### src/rtl/acq_sequencer.sv
// ----------------------------------------------------------------------------
// acq_sequencer
//
// Purpose:
//   Run-control sequencer placed between the RBCP register bank, the
//   per-channel sample sources and the SiTCP TX packer. A rising edge on
//   trigger_cmd captures data_number / channel_ctrl into shadow registers.
//   The sequencer then walks the enabled channels in ascending order. For
//   every enabled channel it emits one header word followed by data_number
//   samples taken from the selected source. At the end it pulses
//   trigger_clr and done together. An abort ends the run early: it pulses
//   trigger_clr only.
//
// Ports:
//   clk, rst_n             clock, asynchronous active-low reset
//   trigger_cmd            level from register bank; rising edge starts a run
//   data_number[31:0]      samples per enabled channel
//   channel_ctrl[N_CH-1:0] channel enable mask
//   abort                  synchronous abort request (level)
//   trigger_clr            1-cycle pulse, register bank clears trigger_cmd
//   ch_sel[2:0]            channel index driving the external source mux
//   src_valid/src_data/src_ready   selected source stream
//   out_valid/out_data/out_last/out_ready   output stream to the packer
//   busy                   high while a run is in progress
//   done                   1-cycle pulse at the end of a normal or empty run
// ----------------------------------------------------------------------------
module acq_sequencer #(
  parameter int          DATA_W    = 32,
  parameter int          N_CH      = 8,
  parameter logic [7:0]  HDR_MAGIC = 8'hA5
) (
  input  logic              clk,
  input  logic              rst_n,
  input  logic              trigger_cmd,
  input  logic [31:0]       data_number,
  input  logic [N_CH-1:0]   channel_ctrl,
  input  logic              abort,
  output logic              trigger_clr,
  output logic [2:0]        ch_sel,
  input  logic              src_valid,
  input  logic [DATA_W-1:0] src_data,
  output logic              src_ready,
  output logic              out_valid,
  output logic [DATA_W-1:0] out_data,
  output logic              out_last,
  input  logic              out_ready,
  output logic              busy,
  output logic              done
);

  // Scan pointer must be able to hold N_CH ("past the last channel").
  localparam int PTR_W = $clog2(N_CH + 1);

  typedef enum logic [2:0] {
    S_IDLE,
    S_SCAN,
    S_HDR,
    S_STREAM,
    S_FIN
  } state_t;

  state_t              state_reg, state_next;
  logic                trigger_q_reg;
  logic [31:0]         count_reg, count_next;
  logic [N_CH-1:0]     mask_reg, mask_next;
  logic [PTR_W-1:0]    scan_ptr_reg, scan_ptr_next;
  logic [2:0]          ch_sel_reg, ch_sel_next;
  logic [31:0]         sample_cnt_reg, sample_cnt_next;
  logic                out_valid_reg, out_valid_next;
  logic [DATA_W-1:0]   out_data_reg, out_data_next;
  logic                out_last_reg, out_last_next;
  logic                busy_reg, busy_next;
  logic                abort_clr_reg, abort_clr_next;

  logic                trig_rise;
  logic [N_CH-1:0]     eligible;
  logic                found;
  logic [2:0]          found_idx;
  logic [2:0]          last_ch;
  logic [31:0]         hdr_word;
  logic [31:0]         cnt_inc;
  logic                last_sample;
  logic                done_c;
  logic                src_ready_c;

  assign trig_rise = trigger_cmd & ~trigger_q_reg;

  // Channels still to be visited: enabled and at or above the scan pointer.
  generate
    for (genvar gi = 0; gi < N_CH; gi++) begin : g_elig
      assign eligible[gi] = mask_reg[gi] && (PTR_W'(gi) >= scan_ptr_reg);
    end
  endgenerate

  // Lowest eligible channel, and highest enabled channel (the one whose
  // final sample carries out_last).
  always_comb begin
    found     = 1'b0;
    found_idx = '0;
    for (int i = N_CH - 1; i >= 0; i--) begin
      if (eligible[i]) begin
        found     = 1'b1;
        found_idx = 3'(i);
      end
    end
    last_ch = '0;
    for (int i = 0; i < N_CH; i++) begin
      if (mask_reg[i]) begin
        last_ch = 3'(i);
      end
    end
  end

  assign hdr_word    = {HDR_MAGIC, 5'd0, found_idx, count_reg[15:0]};
  // Counter only ever runs 0..count-1, so the increment cannot wrap even
  // for count = 32'hFFFF_FFFF.
  assign cnt_inc     = sample_cnt_reg + 32'd1;
  assign last_sample = (cnt_inc == count_reg);

  always_comb begin
    state_next      = state_reg;
    count_next      = count_reg;
    mask_next       = mask_reg;
    scan_ptr_next   = scan_ptr_reg;
    ch_sel_next     = ch_sel_reg;
    sample_cnt_next = sample_cnt_reg;
    out_valid_next  = out_valid_reg;
    out_data_next   = out_data_reg;
    out_last_next   = out_last_reg;
    busy_next       = busy_reg;
    abort_clr_next  = 1'b0;
    src_ready_c     = 1'b0;
    done_c          = 1'b0;

    case (state_reg)
      S_IDLE: begin
        // Abort present in the same cycle as the edge suppresses the run.
        if (trig_rise && !abort) begin
          count_next    = data_number;
          mask_next     = channel_ctrl;
          scan_ptr_next = '0;
          busy_next     = 1'b1;
          state_next    = S_SCAN;
        end
      end

      S_SCAN: begin
        // The previous channel's last sample may still sit in the output
        // stage; let it drain.
        if (out_valid_reg && out_ready) begin
          out_valid_next = 1'b0;
          out_last_next  = 1'b0;
        end
        if ((count_reg == 32'd0) || !found) begin
          state_next = S_FIN;
        end else if (!out_valid_reg || out_ready) begin
          // Stage is free at this edge: load the header directly.
          ch_sel_next     = found_idx;
          out_data_next   = DATA_W'(hdr_word);
          out_valid_next  = 1'b1;
          out_last_next   = 1'b0;
          sample_cnt_next = '0;
          state_next      = S_HDR;
        end
      end

      S_HDR: begin
        if (out_ready) begin
          out_valid_next = 1'b0;
          state_next     = S_STREAM;
        end
      end

      S_STREAM: begin
        src_ready_c = !out_valid_reg || out_ready;
        if (src_valid && src_ready_c) begin
          out_data_next   = src_data;
          out_valid_next  = 1'b1;
          out_last_next   = last_sample && (ch_sel_reg == last_ch);
          sample_cnt_next = cnt_inc;
          if (last_sample) begin
            scan_ptr_next = PTR_W'(ch_sel_reg) + PTR_W'(1);
            state_next    = S_SCAN;
          end
        end else if (out_ready) begin
          out_valid_next = 1'b0;
          out_last_next  = 1'b0;
        end
      end

      S_FIN: begin
        if (out_valid_reg) begin
          if (out_ready) begin
            out_valid_next = 1'b0;
            out_last_next  = 1'b0;
          end
        end else begin
          done_c     = 1'b1;
          busy_next  = 1'b0;
          state_next = S_IDLE;
        end
      end

      default: begin
        state_next = S_IDLE;
      end
    endcase

    // Abort overrides everything outside IDLE, including a pending done.
    if (abort && (state_reg != S_IDLE)) begin
      state_next     = S_IDLE;
      out_valid_next = 1'b0;
      out_last_next  = 1'b0;
      busy_next      = 1'b0;
      abort_clr_next = 1'b1;
      src_ready_c    = 1'b0;
      done_c         = 1'b0;
    end
  end

  always_ff @(posedge clk or negedge rst_n) begin
    if (!rst_n) begin
      state_reg      <= S_IDLE;
      trigger_q_reg  <= 1'b0;
      count_reg      <= '0;
      mask_reg       <= '0;
      scan_ptr_reg   <= '0;
      ch_sel_reg     <= '0;
      sample_cnt_reg <= '0;
      out_valid_reg  <= 1'b0;
      out_data_reg   <= '0;
      out_last_reg   <= 1'b0;
      busy_reg       <= 1'b0;
      abort_clr_reg  <= 1'b0;
    end else begin
      state_reg      <= state_next;
      trigger_q_reg  <= trigger_cmd;
      count_reg      <= count_next;
      mask_reg       <= mask_next;
      scan_ptr_reg   <= scan_ptr_next;
      ch_sel_reg     <= ch_sel_next;
      sample_cnt_reg <= sample_cnt_next;
      out_valid_reg  <= out_valid_next;
      out_data_reg   <= out_data_next;
      out_last_reg   <= out_last_next;
      busy_reg       <= busy_next;
      abort_clr_reg  <= abort_clr_next;
    end
  end

  assign ch_sel      = ch_sel_reg;
  assign src_ready   = src_ready_c;
  assign out_valid   = out_valid_reg;
  assign out_data    = out_data_reg;
  assign out_last    = out_last_reg;
  assign busy        = busy_reg;
  assign done        = done_c;
  assign trigger_clr = done_c | abort_clr_reg;

endmodule
### config.mk
export PLATFORM = sky130hd
export DESIGN_NAME = acq_sequencer
export DESIGN_NICKNAME = d
export VERILOG_FILES = /design/src/rtl/acq_sequencer.sv
export SDC_FILE = /design/constraint.sdc
export NUM_CORES = 1
export LEC_CHECK = 0
export ABC_AREA = 1
export BUFFER_PORTS_ARGS = -buffer_cell sky130_fd_sc_hd__buf_2
export CORE_MARGIN = 5
export CORE_UTILIZATION = 63
export CTS_BUF_LIST = sky130_fd_sc_hd__clkbuf_2
export DETAILED_ROUTE_END_ITERATION = 10
export GPL_TIMING_DRIVEN = 1
export PLACE_DENSITY = 0.95
export RECOVER_POWER = 25
export SYNTH_ARGS = -nofsm -noshare
export SYNTH_HDL_FRONTEND = slang
export SYNTH_SLANG_ARGS = --single-unit
### constraint.sdc
create_clock -name clk -period 4.6 [get_ports clk]
set_input_delay 0.92 -clock clk [delete_from_list [all_inputs] [get_ports clk]]
set_output_delay 0.92 -clock clk [all_outputs]
set_load 0.005 [all_outputs]
# After elaboration in Yosys (flattened, before gate mapping)
# Cells that the tools add are included.
dict set report totals {
  reg_bits 119
  in_bits 78
  out_inout_bits 41
}
dict set report op_classes {
  order_cmp 8
  n_eq_ne 18
  n_mux 71
  bitwise 4
  add_sub_neg 2
  n_reduce_logical 33
}
# op n
set ops {}
lappend ops {{32-bit 2-to-1 mux} 6}
lappend ops {{32-bit one-hot mux with 2 select lines} 2}
lappend ops {{3-bit 2-to-1 mux} 22}
lappend ops {{1-bit 2-to-1 mux} 33}
lappend ops {{32-bit by 1-bit adder with 32-bit output, second input constant} 1}
lappend ops {{32-bit == test} 1}
lappend ops {{32-bit zero test} 1}
lappend ops {{3-bit inequality test, second input constant} 6}
lappend ops {{3-bit by 4-bit greater-or-equal comparator with 1-bit output, first input constant} 4}
lappend ops {{3-bit one-hot mux with 5 select lines} 1}
lappend ops {{1-bit logical AND} 13}
lappend ops {{4-bit 2-to-1 mux} 3}
lappend ops {{2-bit inequality test, second input constant} 5}
lappend ops {{1-bit by 4-bit greater-or-equal comparator with 1-bit output, first input constant} 2}
lappend ops {{2-bit by 4-bit greater-or-equal comparator with 1-bit output, first input constant} 2}
lappend ops {{4-bit one-hot mux with 2 select lines} 1}
lappend ops {{4-bit AND reduction} 2}
lappend ops {{3-bit by 2-bit == test with 1-bit output, second input constant} 2}
lappend ops {{3-bit AND reduction} 2}
lappend ops {{6-bit AND reduction} 1}
lappend ops {{3-bit nonzero test} 2}
lappend ops {{5-bit nonzero test} 1}
lappend ops {{3-bit by 1-bit adder with 4-bit output, second input constant} 1}
lappend ops {{4-bit inequality test, second input constant} 1}
lappend ops {{other kinds (15)} 21}

# Longest topological paths before layout
# Gate-level depths: netlist of run 1.
dict set report depth {
  word_depth 15
  depth_mapped 20
}

# Least setup slack after synthesis of run 1
# No wires, ideal clock.
dict set report synth_path {
  kind {input to output}
  start {in abort}
  end {out trigger_clr}
  required_time_ns 3.680
  path_stages 2
  path_buffers 0
  t_arrival_ns 1.377
  path_slack_ns 2.303
  path_cell_list {nor3_1 or2_2}
}
dict set report synth_via {
  elab_chain_len 3
}
# element line
set synth_rtl {}
lappend synth_rtl {{start: declaration} 37} ;# input logic abort,
lappend synth_rtl {{1-bit logical AND} 210} ;# if (abort && (state_reg != S_IDLE)) begin
lappend synth_rtl {{1-bit 2-to-1 mux} 210}
lappend synth_rtl {{1-bit bitwise OR} 258} ;# assign trigger_clr = done_c | abort_clr_reg;
lappend synth_rtl {{end: declaration} 38} ;# output logic trigger_clr,
# Every way passes these cells.

# Worst setup path in the final report of run 1
dict set report layout_path {
  start {reg state_reg[2]}
  end {out src_ready}
}
dict set report layout_via {
  elab_chain_len 3
  elab_cells_between_ends 5
}
# element line
set layout_rtl {}
lappend layout_rtl {{start: declaration} 62} ;# state_t state_reg, state_next;
lappend layout_rtl {{start signal: assignment} 236} ;# state_reg <= state_next;
lappend layout_rtl {{3-bit by 2-bit == test with 1-bit output or 3-bit nonzero test (tied branches)} {135, 210}}
lappend layout_rtl {{1-bit 2-to-1 mux or 1-bit logical AND (tied branches)} {135, 210}}
lappend layout_rtl {{1-bit 2-to-1 mux *} 210}
lappend layout_rtl {{end: declaration} 42} ;# output logic src_ready,
# Every way passes the cells marked *; elsewhere a longest branch is shown, timed or not.

==> results of run 1 <==
## placed cells by master (no fill, tap or decap), types with 4 or more instances in the layout
| master | count |
|---|---|
| nand4_1 | 7 |
| o22ai_1 | 21 |
| buf_4 | 5 |
| clkbuf_2 | 17 |
| a31oi_1 | 19 |
| nand3b_1 | 7 |
| nor3_1 | 8 |
| nand2_1 | 275 |
| nor2_8 | 4 |
| a21oi_1 | 33 |
| inv_1 | 96 |
| nor2_1 | 118 |
| a22o_1 | 9 |
| nor2_2 | 10 |
| o21ai_1 | 5 |
| inv_2 | 6 |
| buf_2 | 116 |
| mux2_2 | 19 |
| o211ai_1 | 4 |
| inv_6 | 4 |
| dfrtp_1 | 119 |
| o21ai_0 | 28 |
| nand3_1 | 80 |
| xor2_1 | 8 |
| nand2_2 | 12 |
| nor4_1 | 8 |
| o22a_1 | 4 |
## layout make-up
type                            instances  area, um2
Sequential cell                       119       2980
Multi-Input combinational cell        701       3550
Timing Repair Buffer                  123        626
Inverter                              102        383
Tap cell                              140        175
Clock inverter                         14        174
Clock buffer                           17       85.1
Fill cell                             830       2920
## kinds of logic (layout without fill, tap and decap cells)
logic type / Yosys count / count (layout) / synth area share [%]
xor gates and xnor gates: 13 / 13 / 2.22
muxes: 19 / 19 / 3.06
adders and majority gates: 2 / 2 / 0.357
DFF: 119 / 119 / 42.5
buffers and inverters: 125 / 256 / 6.77
AOI/OAI and AO/OA: 128 / 128 / 10.9
and+or+nand+nor: 539 / 539 / 34.2
## through the flow
step	cells	setup slack (ns)	hold WS (ns)	power, mW	instance area (um2)
6_report	1216	1.26	0.251	3.97	7970
5_1_grt	1216	1.14	0.286	4.24	7970
4_1_cts	1216	1.29	0.293	3.95	7980
3_5_place_dp	1185	1.57	0.487	3.19	7720
3_3_place_gp	1185	1.72	0.472	3.12	7720
2_1_floorplan	945	2.30	0.473	2.67	7000
## metal layers
layer	routed length [um]	share of wire, %
met1	7810	40
met2	9110	47
met3	1880	9.6
met4	723	3.7
met5	0	0
## critical path: cells and delay by family (launching register included)
kind	cells	cell delay, ns
flops	1	0.51
simple gates	2	0.40
buf+inv	3	0.74
## power by group through the flow
stage	logic [mW]	clock network (mW)	registers, mW
CTS	1.50	0.750	1.70
global placement	1.42	0	1.70
detailed placement	1.49	0	1.71
floorplan	1.04	0	1.63
global route	1.69	0.799	1.75
finish	1.51	0.743	1.71
## worst max path at each step
| stage | startpoint | end | slack [ns] | depth (start not counted) |
|---|---|---|---|---|
| 2_1_floorplan | abort | trigger_clr | 2.30 | 2 |
| 4_1_cts | state_reg[2]$_DFFE_PN0P_ | src_ready | 1.29 | 5 |
| 3_3_place_gp | out_ready | out_data[26]$_DFFE_PN0P_ | 1.72 | 6 |
| 6_report | state_reg[2]$_DFFE_PN0P_ | src_ready | 1.26 | 5 |
| 5_1_grt | state_reg[1]$_DFFE_PN0P_ | src_ready | 1.14 | 6 |
| 3_5_place_dp | out_ready | out_data[15]$_DFFE_PN0P_ | 1.57 | 7 |
==> flow_metrics.py, run 1 <==
metrics = {
    "clock_tree": {
        "cts_resized": 0,
        "cts_tree": "built",
        "cts_max_level": 4,
        "cts_hold_buf": 0,
        "cts_setup_buffers": 0,
        "clock_latency_ns": 0.75,
        "cts_max_path_buffers": 2,
        "numCtsBuffers": 17,
        "path_clk_slew_ns": 0.18,
        "clkSinkCount": 119,
        "root_buffer": "clkbuf_2",
    },
    "pwr": {
        "max-vdd-ir-drop_mv": 0.492,
        "p_leak_nw": 4.00,
        "swShare_pct": 42.5,
        "p_clk_share_pct": 18.7,
        "intPower_mw": 2.28,
        "p_switching_mw": 1.69,
        "p_per_area_nw_per_um2": 498,
        "combPwrFrac_pct": 38.1,
        "seqPwrFrac_pct": 43.2,
    },
    "die": {
        "ios": 119,
        "rows": 38,
        "start_util_pct": 64.3,
        "die_width_um": 115,
        "core_area_um2": 10900,
        "dieArea_um2": 13300,
        "dieHeight_um": 115,
    },
    "sta": {
        "clock_skew_ns": 0.0236,
        "slew_headroom_pct": 11.0,
        "final.min_clock_period_ns": 3.34,
        "period_share_pct": 72.6,
        "finalSetupTns_ns": 0,
        "fmax_mhz": 299,
        "hold_viol": 0,
        "setup-violations-final": 0,
        "worst_slew_pin_slew_ns": 1.34,
        "rsz0062_at_grt": "false",
        "report.final.slew_viol_count": 0,
    },
    "cells_and_area": {
        "post-route-util_pct": 73.2,
        "n_antenna_cell": 0,
        "drive_above_1_share_pct": 19.6,
        "syn_to_final_growth_pct": 13.9,
        "finalNetCount": 1144,
    },
    "logic_synthesis": {
        "ys_seq_area_share_pct": 42.5,
        "synth_common_cells": "nand2_1, dfrtp_1, nor2_1",
        "synth_most_common_cell": "nand2_1",
        "yosys.area.top_type_share_pct": 42.5,
        "yosys.area.top_type": "dfrtp_1",
        "synth_cells": 945,
        "ys_types": 40,
        "synthesis.area_um2": 7000,
        "ys_ff_latch": 119,
        "ys.flop_type": "dfrtp_1",
        "synth_nets": 1025,
        "synth_area_leaders": "dfrtp_1, nand2_1, nor2_1, nand3_1, inv_1",
        "postSynth.asyncResetShare_pct": 100,
        "syn_area_per_cell_um2": 7.41,
        "yosys_warnings": 0,
        "synth-edff-count": 0,
    },
    "worst_setup_path": {
        "crit_required_ns": 3.68,
        "cp-start-kind": "register",
        "crit_path_max_incr_delay_ns": 0.51,
        "rr_endpoint": "out_data[15]$_DFFE_PN0P_",
        "cp_max_fo": 28,
        "crit_chain": "nor3_4 -> buf_4 -> inv_2 -> nor3_1 -> buf_2",
        "cp-end-kind": "output pin",
        "crit-reg2reg-launch": "scan_ptr_reg[3]$_DFFE_PN0P_",
        "worstPathArrival_ns": 2.42,
        "cp_slowest_cell": "dfrtp_1",
        "ff2ff_setup_slack_ns": 1.37,
        "crit_type": "reg -> out",
        "reg2regPathDepth": 11,
    },
    "min_path": {
        "hp-class": "in -> async",
    },
    "global_route": {
        "grt.busiest_layer": "met2",
        "met3_usage_pct": 8.36,
        "gr-usage-met2_pct": 49.5,
        "grt_pass1_vias": 6841,
        "grt_max_degree": 72,
        "antenna_found_initial": 0,
        "grtUsageTotal_pct": 30.6,
        "grt_pass1_wl_um": 32100,
        "grt-ovfl-total": 0,
        "met1_usage_pct": 39.0,
    },
    "route": {
        "wl_per_cell_um": 16.1,
        "first_pass_iters": 8,
        "viasPerCell": 5.81,
        "ant_nets": 0,
        "drt_iter0_drc": 630,
        "drc_errors": 0,
        "vias": 7061,
        "routed_wl_um": 19500,
    },
    "run": {
        "max_cap_viol_count": 0,
    },
    "status": {
        "status": "finished clean",
    },
    "placement": {
        "gp_congestion": 0.984,
        "dp_hpwl_um": 14100,
        "port_buffers": 118,
    },
}
(Power assumes the default switching activity.)
==> run 2, diff against run 1 <==
- ABC_AREA: 1 -> 0
- CORE_UTILIZATION: 63 -> 53
- PLACE_DENSITY: 0.95 -> 0.88
- clock period: 4.6 -> 2.85 ns (I/O delays scaled with it)
==> flow_metrics.py, run 2 <==
metrics = {
    "logic_synthesis": {
        "synth_compound_area_share_pct": 16.0,
        "ys_types": 64,
        "ys_seq_area_share_pct": 44.1,
        "syn_area_per_cell_um2": 9.06,
        "synth_xor_xnor_area_share_pct": 5.58,
        "synth_simple_gate_area_share_pct": 22.7,
        "postSynth.asyncResetShare_pct": 100,
        "synth_top_family_by_area": "simple AND/OR/NAND/NOR gates",
        "ys.flop_type": "dfrtp_1",
        "ys_ff_latch": 119,
        "yosys.area.top_type": "dfrtp_1",
        "synthesis.area_um2": 6760,
        "synth_common_cells": "dfrtp_1, nand2_1, o21ai_0",
        "synth_cells": 746,
        "yosys.area.top_type_share_pct": 44.1,
        "yosys_warnings": 0,
        "synth_nets": 826,
        "synth_area_leaders": "dfrtp_1, mux2_2, nand2_1, o21ai_0, xnor2_1",
        "synth-edff-count": 0,
        "synth_most_common_cell": "dfrtp_1",
        "synth_mux_area_share_pct": 7.72,
        "synthAdderAreaFrac_pct": 0.370,
    },
    "cells_and_area": {
        "post-route-util_pct": 65.6,
        "drive_above_1_share_pct": 30.5,
        "fin_cells": 1088,
        "syn_to_final_growth_pct": 22.1,
        "stdcell_area_um2": 8250,
        "finalNetCount": 985,
        "layout_common_cells": "dfrtp_1, buf_2, nand2_1",
    },
    "sta": {
        "fmax_mhz": 350,
        "worst_slew_pin_slew_ns": 1.01,
        "report.final.slew_viol_count": 0,
        "period_share_pct": 100,
        "final.min_clock_period_ns": 2.86,
        "slew_headroom_pct": 32.4,
        "clock_skew_ns": 0.0467,
        "finalSetupTns_ns": -0.00818,
        "rsz0062_at_grt": "true",
        "setup-violations-final": 1,
        "hold_viol": 0,
        "worst_slack_ns": -0.00818,
    },
    "pwr": {
        "combPwrFrac_pct": 40.1,
        "seqPwrFrac_pct": 42.2,
        "p_leak_nw": 3.74,
        "intPower_mw": 4.06,
        "swShare_pct": 39.5,
        "p_per_area_nw_per_um2": 812,
        "p_clk_share_pct": 17.7,
        "p_switching_mw": 2.65,
        "max-vdd-ir-drop_mv": 0.532,
    },
    "placement": {
        "dpl_worst_slack_ns": -0.164,
        "port_buffers": 118,
        "post-place-cells": 1048,
        "dpl-instance-area_um2": 7850,
        "dp_hpwl_um": 13900,
        "gp_congestion": 0.966,
    },
    "route": {
        "vias": 6571,
        "first_pass_iters": 6,
        "routed_wl_um": 19100,
        "ant_nets": 0,
        "drt_iter0_drc": 595,
        "drc_errors": 0,
        "wl_per_cell_um": 17.5,
        "viasPerCell": 6.04,
    },
    "worst_setup_path": {
        "cp_max_fo": 5,
        "cp-start-kind": "register",
        "rr_endpoint": "out_last$_DFFE_PN0P_",
        "ff2ff_setup_slack_ns": -0.008,
        "crit-reg2reg-launch": "sample_cnt_reg[1]$_DFFE_PN0P_",
        "reg2regPathDepth": 11,
        "worstPathArrival_ns": 3.51,
        "cp-end-kind": "register",
        "crit_required_ns": 3.50,
        "crit_type": "reg -> reg",
    },
    "clock_tree": {
        "root_buffer": "clkbuf_2",
        "clkSinkCount": 119,
        "cts_tree": "built",
        "path_clk_slew_ns": 0.20,
        "clock_latency_ns": 0.72,
        "numCtsBuffers": 17,
        "cts_max_path_buffers": 2,
        "cts_max_level": 4,
    },
    "die": {
        "die_width_um": 123,
        "ios": 119,
        "core_area_um2": 12600,
        "start_util_pct": 53.7,
        "dieHeight_um": 123,
        "dieArea_um2": 15100,
        "rows": 41,
    },
    "global_route": {
        "grt_pass1_vias": 6271,
        "grt-ovfl-total": 0,
        "grt_max_degree": 55,
        "grtUsageTotal_pct": 25.5,
        "grt_pass1_wl_um": 30300,
        "antenna_found_initial": 1,
    },
    "min_path": {
        "min_to": "out_data[25]$_DFFE_PN0P_",
        "worst_hold_startpoint": "src_data[25]",
        "hp-class": "in -> reg",
        "whs_path_depth": 3,
    },
    "status": {
        "violations": "negative setup slack",
        "status": "complete, but fails checks",
    },
    "run": {
        "max_cap_viol_count": 0,
    },
}
-- run 2: worst max-delay path by stage --
stage	start	end	slack, ns	depth (start not counted)
final	sample_cnt_reg[1]$_DFFE_PN0P_	out_last$_DFFE_PN0P_	-0.008	11
after global routing	sample_cnt_reg[1]$_DFFE_PN0P_	scan_ptr_reg[1]$_DFFE_PN0P_	-0.07	10
after CTS	sample_cnt_reg[3]$_DFFE_PN0P_	out_last$_DFFE_PN0P_	-0.03	7
after detailed placement	sample_cnt_reg[3]$_DFFE_PN0P_	out_last$_DFFE_PN0P_	-0.16	7
after global placement	sample_cnt_reg[3]$_DFFE_PN0P_	out_last$_DFFE_PN0P_	-0.01	7
after floorplan	sample_cnt_reg[0]$_DFFE_PN0P_	scan_ptr_reg[0]$_DFFE_PN0P_	0.02	8
-- run 2: repair_timing --
| item | CTS | global route |
|---|---|---|
| hold buffers | 2 | 0 |
| resized for setup | 6 | 11 |
| hold endpoints to repair | 36 | 0 |
| setup buffers | 4 | 4 |
| pin swaps | 4 | 3 |
| setup endpoints to repair | 6 | 7 |
-- run 2: routing by layer --
metal | GRT usage (%) | share of wire [%] | up-vias
li1 | - | - | 3033
met1 | 32.8 | 41 | 3123
met2 | 41.6 | 48 | 342
met3 | 5.54 | 8.0 | 73
met4 | 11.3 | 3.2 | 0
met5 | 0 | 0 | -
-- run 2: layout make-up --
| cell class | count | area (um2) |
|---|---|---|
| inverter | 9 | 33.8 |
| tap | 172 | 215 |
| antenna | 1 | 2.50 |
| multi-input combinational | 570 | 3630 |
| sequential | 119 | 2980 |
| timing repair buffer | 188 | 1130 |
| clock inverter | 11 | 159 |
| clock buffer | 18 | 90.1 |
| fill | 997 | 4320 |
-- run 2: through the flow --
stage / power [mW] / hold WS (ns)
2_1_floorplan: 4.43 / 0.274
3_3_place_gp: 5.38 / 0.444
3_5_place_dp: 5.49 / 0.452
4_1_cts: 6.68 / 0.0137
5_1_grt: 7.14 / 0.0204
6_report: 6.70 / 0.0728
-- run 2: power by group through the flow --
stage	combinational (mW)	clock, mW	sequential (mW)
5_1_grt	2.99	1.27	2.89
3_5_place_dp	2.64	0	2.85
6_report	2.68	1.19	2.83
3_3_place_gp	2.56	0	2.83
4_1_cts	2.66	1.21	2.81
2_1_floorplan	1.72	0	2.71
-- run 2: cells by family (layout without fill, tap and decap cells) --
logic type,count (synthesis),count (layout)
XOR/XNOR,43,43
buffers and inverters,57,226
other,0,1
AND/OR/NAND/NOR,306,306
adder cells (fa/ha/maj),2,2
AO/OA/AOI/OAI,172,172
multiplexers,47,47
flip-flops,119,119
-- run 2: critical path: stages (launching register included) --
cell	delay (ns)
dfrtp_1	0.47
ha_1	0.21
nand4_1	0.07
buf_4	0.16
buf_4	0.13
nor4_1	0.05
or4bb_1	0.52
a211oi_2	0.29
nand4_1	0.21
buf_4	0.19
nor4_2	0.24
o211a_1	0.22
